## src/rtl/wb_pwm_multi_if.sv

```systemverilog
// Wishbone classic slave bundle for the multi-channel PWM block.
// A request is valid while cyc & stb are high; the slave accepts it by pulsing ack for one cycle.
interface wb_pwm_multi_if;
  logic [31:0] wb_adr_i;
  logic [31:0] wb_dat_i;
  logic [31:0] wb_dat_o;
  logic        wb_we_i;
  logic        wb_cyc_i;
  logic        wb_stb_i;
  logic [3:0]  wb_sel_i;
  logic        wb_ack_o;

  modport slave (
    input  wb_adr_i, wb_dat_i, wb_we_i, wb_cyc_i, wb_stb_i, wb_sel_i,
    output wb_dat_o, wb_ack_o
  );

  modport master (
    output wb_adr_i, wb_dat_i, wb_we_i, wb_cyc_i, wb_stb_i, wb_sel_i,
    input  wb_dat_o, wb_ack_o
  );
endinterface

```

## src/rtl/wb_pwm_multi.sv

```systemverilog
// Wishbone-slave PWM generator: shared prescaler and period counter, per-channel
// duty/enable/polarity, shadow registers applied atomically at period wrap.
module wb_pwm_multi #(
  parameter int N_CH  = 8,
  parameter int CNT_W = 16,
  parameter int PRE_W = 8
) (
  input  logic            clk,
  input  logic            rst,
  wb_pwm_multi_if.slave   wb,
  output logic [N_CH-1:0] pwm_o,
  output logic            irq
);

  logic             ack_q;
  logic [31:0]      dat_q;
  logic             gen, ie, wrap;
  logic [CNT_W-1:0] period_sh, period_act, cnt;
  logic [PRE_W-1:0] prescale, pre_cnt;
  logic [N_CH-1:0]  ch_en, pol, pwm_q;
  logic [CNT_W-1:0] duty_sh  [N_CH];
  logic [CNT_W-1:0] duty_act [N_CH];

  logic        req, wr, tick, wrap_evt, pend;
  logic [5:0]  word;
  logic [31:0] rdata;
  logic [15:0] cnt_lo;
  logic        unused_adr;

  // A new request is only taken while ack is low, so ack can never be high two cycles running.
  assign req        = wb.wb_cyc_i & wb.wb_stb_i & ~ack_q;
  assign wr         = req & wb.wb_we_i;
  assign word       = wb.wb_adr_i[7:2];
  assign unused_adr = ^{wb.wb_adr_i[31:8], wb.wb_adr_i[1:0]};
  assign tick       = gen & (pre_cnt == prescale);
  assign wrap_evt   = tick & (cnt == period_act);
  assign cnt_lo     = 16'(cnt);

  assign wb.wb_ack_o = ack_q;
  assign wb.wb_dat_o = dat_q;
  assign pwm_o       = pwm_q;
  assign irq         = wrap & ie;

  function automatic logic [31:0] merge(input logic [31:0] old, input logic [31:0] d,
                                        input logic [3:0] sel);
    logic [31:0] r;
    r = old;
    for (int b = 0; b < 4; b++)
      if (sel[b]) r[8*b +: 8] = d[8*b +: 8];
    return r;
  endfunction

  always_comb begin
    pend = (period_sh != period_act);
    for (int i = 0; i < N_CH; i++)
      if (duty_sh[i] != duty_act[i]) pend = 1'b1;
  end

  always_comb begin
    rdata = '0;
    case (word)
      6'h00: rdata = {30'b0, ie, gen};
      6'h01: rdata = 32'(period_sh);
      6'h02: rdata = 32'(prescale);
      6'h03: rdata = {cnt_lo, 14'b0, pend, wrap};
      6'h04: rdata = 32'(ch_en);
      6'h05: rdata = 32'(pol);
      default: begin
        for (int i = 0; i < N_CH; i++)
          if (word == 6'(8 + i)) rdata = 32'(duty_sh[i]);
      end
    endcase
  end

  always_ff @(posedge clk or negedge rst) begin
    if (!rst) begin
      ack_q <= 1'b0;
      dat_q <= '0;
    end else begin
      ack_q <= req;
      if (req) dat_q <= rdata;
    end
  end

  always_ff @(posedge clk or negedge rst) begin
    if (!rst) begin
      gen       <= 1'b0;
      ie        <= 1'b0;
      period_sh <= '0;
      prescale  <= '0;
      ch_en     <= '0;
      pol       <= '0;
      for (int i = 0; i < N_CH; i++) duty_sh[i] <= '0;
    end else if (wr) begin
      case (word)
        6'h00: {ie, gen} <= 2'(merge({30'b0, ie, gen}, wb.wb_dat_i, wb.wb_sel_i));
        6'h01: period_sh <= CNT_W'(merge(32'(period_sh), wb.wb_dat_i, wb.wb_sel_i));
        6'h02: prescale  <= PRE_W'(merge(32'(prescale), wb.wb_dat_i, wb.wb_sel_i));
        6'h04: ch_en     <= N_CH'(merge(32'(ch_en), wb.wb_dat_i, wb.wb_sel_i));
        6'h05: pol       <= N_CH'(merge(32'(pol), wb.wb_dat_i, wb.wb_sel_i));
        default: begin
          for (int i = 0; i < N_CH; i++)
            if (word == 6'(8 + i))
              duty_sh[i] <= CNT_W'(merge(32'(duty_sh[i]), wb.wb_dat_i, wb.wb_sel_i));
        end
      endcase
    end
  end

  // Actives track the shadows while idle and only reload at a wrap while running,
  // so a duty/period change never produces a truncated or stretched pulse.
  always_ff @(posedge clk or negedge rst) begin
    if (!rst) begin
      pre_cnt    <= '0;
      cnt        <= '0;
      period_act <= '0;
      wrap       <= 1'b0;
      for (int i = 0; i < N_CH; i++) duty_act[i] <= '0;
    end else begin
      if (!gen) begin
        pre_cnt    <= '0;
        cnt        <= '0;
        period_act <= period_sh;
        for (int i = 0; i < N_CH; i++) duty_act[i] <= duty_sh[i];
      end else if (tick) begin
        pre_cnt <= '0;
        if (cnt == period_act) begin
          cnt        <= '0;
          period_act <= period_sh;
          for (int i = 0; i < N_CH; i++) duty_act[i] <= duty_sh[i];
        end else begin
          cnt <= cnt + CNT_W'(1);
        end
      end else begin
        pre_cnt <= pre_cnt + PRE_W'(1);
      end
      if (wrap_evt)
        wrap <= 1'b1;
      else if (wr && word == 6'h03 && wb.wb_sel_i[0] && wb.wb_dat_i[0])
        wrap <= 1'b0;
    end
  end

  always_ff @(posedge clk or negedge rst) begin
    if (!rst) begin
      pwm_q <= '0;
    end else begin
      for (int i = 0; i < N_CH; i++)
        pwm_q[i] <= (gen & ch_en[i] & (cnt < duty_act[i])) ^ pol[i];
    end
  end

endmodule

```

## src/flat_wrapper.sv

```systemverilog
// flat-port wrapper written by rule: the top's interface ports become plain ports
module wb_pwm_multi_flat 
#(
  parameter int N_CH  = 8,
  parameter int CNT_W = 16,
  parameter int PRE_W = 8
)
  (clk, rst, pwm_o, irq, wb_wb_adr_i, wb_wb_dat_i, wb_wb_we_i, wb_wb_cyc_i, wb_wb_stb_i, wb_wb_sel_i, wb_wb_dat_o, wb_wb_ack_o);
  wb_pwm_multi_if wb_i ();
  input  logic clk;
  input  logic rst;
  output logic [N_CH-1:0] pwm_o;
  output logic irq;
  input wire logic [$bits(wb_i.wb_adr_i)-1:0] wb_wb_adr_i;
  input wire logic [$bits(wb_i.wb_dat_i)-1:0] wb_wb_dat_i;
  input wire logic [$bits(wb_i.wb_we_i)-1:0] wb_wb_we_i;
  input wire logic [$bits(wb_i.wb_cyc_i)-1:0] wb_wb_cyc_i;
  input wire logic [$bits(wb_i.wb_stb_i)-1:0] wb_wb_stb_i;
  input wire logic [$bits(wb_i.wb_sel_i)-1:0] wb_wb_sel_i;
  output wire logic [$bits(wb_i.wb_dat_o)-1:0] wb_wb_dat_o;
  output wire logic [$bits(wb_i.wb_ack_o)-1:0] wb_wb_ack_o;
  assign wb_i.wb_adr_i = wb_wb_adr_i;
  assign wb_i.wb_dat_i = wb_wb_dat_i;
  assign wb_i.wb_we_i = wb_wb_we_i;
  assign wb_i.wb_cyc_i = wb_wb_cyc_i;
  assign wb_i.wb_stb_i = wb_wb_stb_i;
  assign wb_i.wb_sel_i = wb_wb_sel_i;
  assign wb_wb_dat_o = wb_i.wb_dat_o;
  assign wb_wb_ack_o = wb_i.wb_ack_o;
  wb_pwm_multi #(.N_CH(N_CH), .CNT_W(CNT_W), .PRE_W(PRE_W)) u_core (.clk(clk), .rst(rst), .wb(wb_i), .pwm_o(pwm_o), .irq(irq));
endmodule
```

## config.mk

```make
export PLATFORM = sky130hd
export DESIGN_NAME = wb_pwm_multi_flat
export DESIGN_NICKNAME = d
export VERILOG_FILES = /design/src/rtl/wb_pwm_multi_if.sv /design/src/rtl/wb_pwm_multi.sv /design/src/flat_wrapper.sv
export SDC_FILE = /design/constraint.sdc
export NUM_CORES = 1
export LEC_CHECK = 0
export BUFFER_PORTS_ARGS = -buffer_cell sky130_fd_sc_hd__buf_2
export CORE_UTILIZATION = 62
export DETAILED_ROUTE_END_ITERATION = 8
export PLACE_DENSITY_LB_ADDON = 0.1
export SLEW_MARGIN = 5
export SYNTH_ARGS = -nofsm -noshare
export SYNTH_HDL_FRONTEND = slang
export SYNTH_SLANG_ARGS = --single-unit
```

## constraint.sdc

```tcl
create_clock -name clk -period 3.27 [get_ports clk]
set_input_delay 0.654 -clock clk [delete_from_list [all_inputs] [get_ports clk]]
set_output_delay 0.654 -clock clk [all_outputs]
set_load 0.01 [all_outputs]
```

==> impl_metrics.py <==
metrics = {
    "worst_setup_path": {
        "cp_data_required_time_ns": 3.77,
        "cp.arrival_ns": 3.40,
        "crit_slowest_cell": "nor2_1",
        "worstSetupPathType": "input pin to flop",
        "start_kind": "input pin",
        "slowest_delay_ns": 1.05,
        "cp_cell_sequence": "buf_2 > or4b_4 > nor2_1 > a222oi_1 > o2bb2ai_1 > a31oi_1 > a221o_1",
        "crit_fanout": 12,
        "crit_path_end_kind": "flop",
    },
    "global_route": {
        "use_met3_pct": 8.18,
        "gr-usage-met2_pct": 61.0,
        "grt_busiest_layer": "met2",
        "grt_pass1_wl_um": 99000,
        "grt_overflow": 0,
        "use_met1_pct": 56.6,
        "antenna_found_initial": 5,
        "grt_pass1_vias": 15391,
        "grt_max_degree": 97,
        "gr-usage-all-layers_pct": 40.5,
    },
    "clock_network": {
        "post_cts_buffers": 0,
        "cts.htree.levels": 2,
        "clk_pin_slew_ns": 0.06,
        "cts_tree": "built",
        "cts_buffers": 42,
        "clockBufferDepth": 3,
        "cts_root_buffer": "clkbuf_16",
        "numClockSinks": 380,
        "cts_resized": 0,
        "cts_hold_buf": 0,
        "insertion_delay_ns": 0.56,
    },
    "sta": {
        "post-route-period-util_pct": 88.7,
        "worstMarginPinSlew_ns": 1.38,
        "fin_skew_ns": 0.0214,
        "finalSetupViolCount": 0,
        "slew_headroom_pct": 7.48,
        "slew_violations": 0,
        "finalCriticalPeriod_ns": 2.90,
        "max_freq_mhz": 345,
        "rsz0062_at_grt": "no",
        "hold_viol": 0,
    },
    "cells_and_area": {
        "multi_input_area_mm2": 0.0101,
        "layout-drive-gt1-share_pct": 19.6,
        "seq_area_mm2": 0.00951,
        "post-route-util_pct": 70.9,
        "fin_area_mm2": 0.0230,
        "fin_nets": 2250,
        "area_delta_synth_final_pct": 12.5,
        "nFillCells": 2425,
    },
    "hold_path": {
        "holdCritPathClass": "input pin to asynchronous set/reset pin",
    },
    "floorplanning": {
        "core-area_mm2": 0.0325,
        "die-area_mm2": 0.0337,
        "die_h_um": 184,
        "dieWidth_um": 184,
        "start_util_pct": 63.0,
        "io_pins": 115,
        "rows": 66,
    },
    "synthesis": {
        "synthFlopType": "dfrtp_1",
        "synth_area_per_cell_um2": 10.5,
        "synth-edff-count": 0,
        "netlist_area_mm2": 0.0204,
        "ys_seq_elements": 380,
        "ys_warn_count": 0,
        "seq_area_frac_synth_pct": 46.5,
        "synth_area_leaders": "dfrtp_1, mux2_2, ha_1",
        "yosysTopAreaCell": "dfrtp_1",
        "async_flop_share_pct": 100,
        "synthesis.nets": 2148,
        "netlist_top_cells_count": "dfrtp_1, nand2_1, mux2_2, o21ai_0, inv_1",
        "synth_most_common_cell": "dfrtp_1",
        "synth_cell_types": 66,
        "yosys.area.top_type_share_pct": 46.5,
        "syn_inst": 1953,
    },
    "run_status": {
        "outcome": "completed",
    },
    "detailed_routing": {
        "wl_um": 66100,
        "viasPerCell": 6.43,
        "dr.pass1.iters": 7,
        "drt_iter0_drc": 1915,
        "ant_nets": 0,
        "avgRoutedWirePerCell_um": 26.1,
        "vias": 16251,
        "drc_errors": 0,
    },
    "place": {
        "placed_cell_area_mm2": 0.0216,
        "gp_congestion": 1.01,
        "dp_hpwl_um": 49200,
        "io_buffers": 70,
    },
    "power": {
        "powerDensity_mw_per_mm2": 461,
        "ir_drop_mv": 0.421,
        "p_leak_nw": 11.2,
    },
    "flow_run": {
        "cap_violations": 0,
    },
}
==> final timing paths <==
check	slack, ns	from	endpoint	cells after the start
setup reg to reg	0.65	u_core.prescale[3]$_DFFE_PN0P_	u_core.duty_act[123]$_DFFE_PN0P_	8
max in group asynchronous	2.24	rst	u_core.duty_act[34]$_DFFE_PN0P_	2
hold / removal	0.06	rst	u_core.duty_sh[56]$_DFFE_PN0P_	1
hold reg to reg	0.46	u_core.wb.wb_dat_o[18]$_DFFE_PN0P_	u_core.wb.wb_dat_o[18]$_DFFE_PN0P_	2
setup / recovery	0.37	wb_wb_adr_i[6]	u_core.wb.wb_dat_o[5]$_DFFE_PN0P_	7
min in group clk	0.46	u_core.wb.wb_dat_o[18]$_DFFE_PN0P_	u_core.wb.wb_dat_o[18]$_DFFE_PN0P_	2
==> per-stage QoR <==
stage	worst slack [ns]	cells	hold slack, ns	TNS [ns]	power [W]
final	0.368	2529	0.0562	0	0.0106
after global routing	0.341	2527	0.113	0	0.0109
after CTS	0.504	2527	0.0846	0	0.0106
after detailed placement	-0.0583	2453	0.451	-0.146	0.00582
after global placement	-0.0277	2453	0.448	-0.0277	0.00580
after floorplan	0.734	1953	0.358	0	0.00539
==> cells in the final DEF (no fill, tap or decap), drive strengths merged, types with 17 or more instances in the layout <==
cell type	count
dfrtp	380
nand2	206
mux2	195
o21ai	160
buf	135
inv	131
ha	122
xor2	101
nor2	80
xnor2	71
a21oi	68
clkbuf	64
nand4	44
nand3	41
nor4	32
nor2b	22
nand2b	20
a222oi	18
a221oi	18
nor3	17
==> layer usage <==
layer,vias up,share of wire (%)
li1,7110,-
met1,8081,41
met2,879,44
met3,175,10
met4,6,4.9
met5,-,0.062
==> cell type report <==
cell class	count	area share, %
inverter	131	2.14
clock inverter	10	0.571
clock buffer	64	5.47
timing repair buffer	135	4.12
sequential	380	41.3
antenna	2	0.0218
multi-input combinational	1365	43.9
tap	442	2.40
==> flip-flops by register name (all words and copies together) (netlist names) <==
signal,flops
u_core.ch_en,8
u_core.cnt,16
u_core.duty_act,128
u_core.duty_sh,128
u_core.gen,1
u_core.ie,1
u_core.period_act,16
u_core.period_sh,16
u_core.pol,8
u_core.pre_cnt,8
u_core.prescale,8
u_core.pwm_o,8
u_core.wb.wb_ack_o,1
u_core.wb.wb_dat_o,32
u_core.wrap,1
==> critical path: cells and delay by family <==
kind | cells | cell delay [ns]
and+or+nand+nor | 2 | 1.58
buffers and inverters | 1 | 0.14
AOI/OAI and AO/OA | 4 | 1.01
==> logic make-up (layout without fill, tap and decap cells) <==
group | count (synthesis) | count (layout) | share of synthesized area (%)
xor gates and xnor gates | 172 | 172 | 7.37
AOI/OAI and AO/OA | 372 | 372 | 11.4
buffers and inverters | 208 | 340 | 4.15
and+or+nand+nor | 501 | 501 | 12.2
muxes | 198 | 198 | 10.9
adders and majority gates | 122 | 122 | 7.47
DFF | 380 | 380 | 46.5
other | 0 | 2 | 0
==> power by group <==
part / internal, W / total [W] / leakage, nW / switching (W)
Clock: 0.00288 / 0.00484 / 0.679 / 0.00196
Combinational: 0.000273 / 0.000819 / 5.27 / 0.000546
Sequential: 0.00481 / 0.00494 / 5.28 / 0.000127
Total: 0.00797 / 0.0106 / 11.2 / 0.00263
Note: power is estimated with default switching activity, not from simulation.
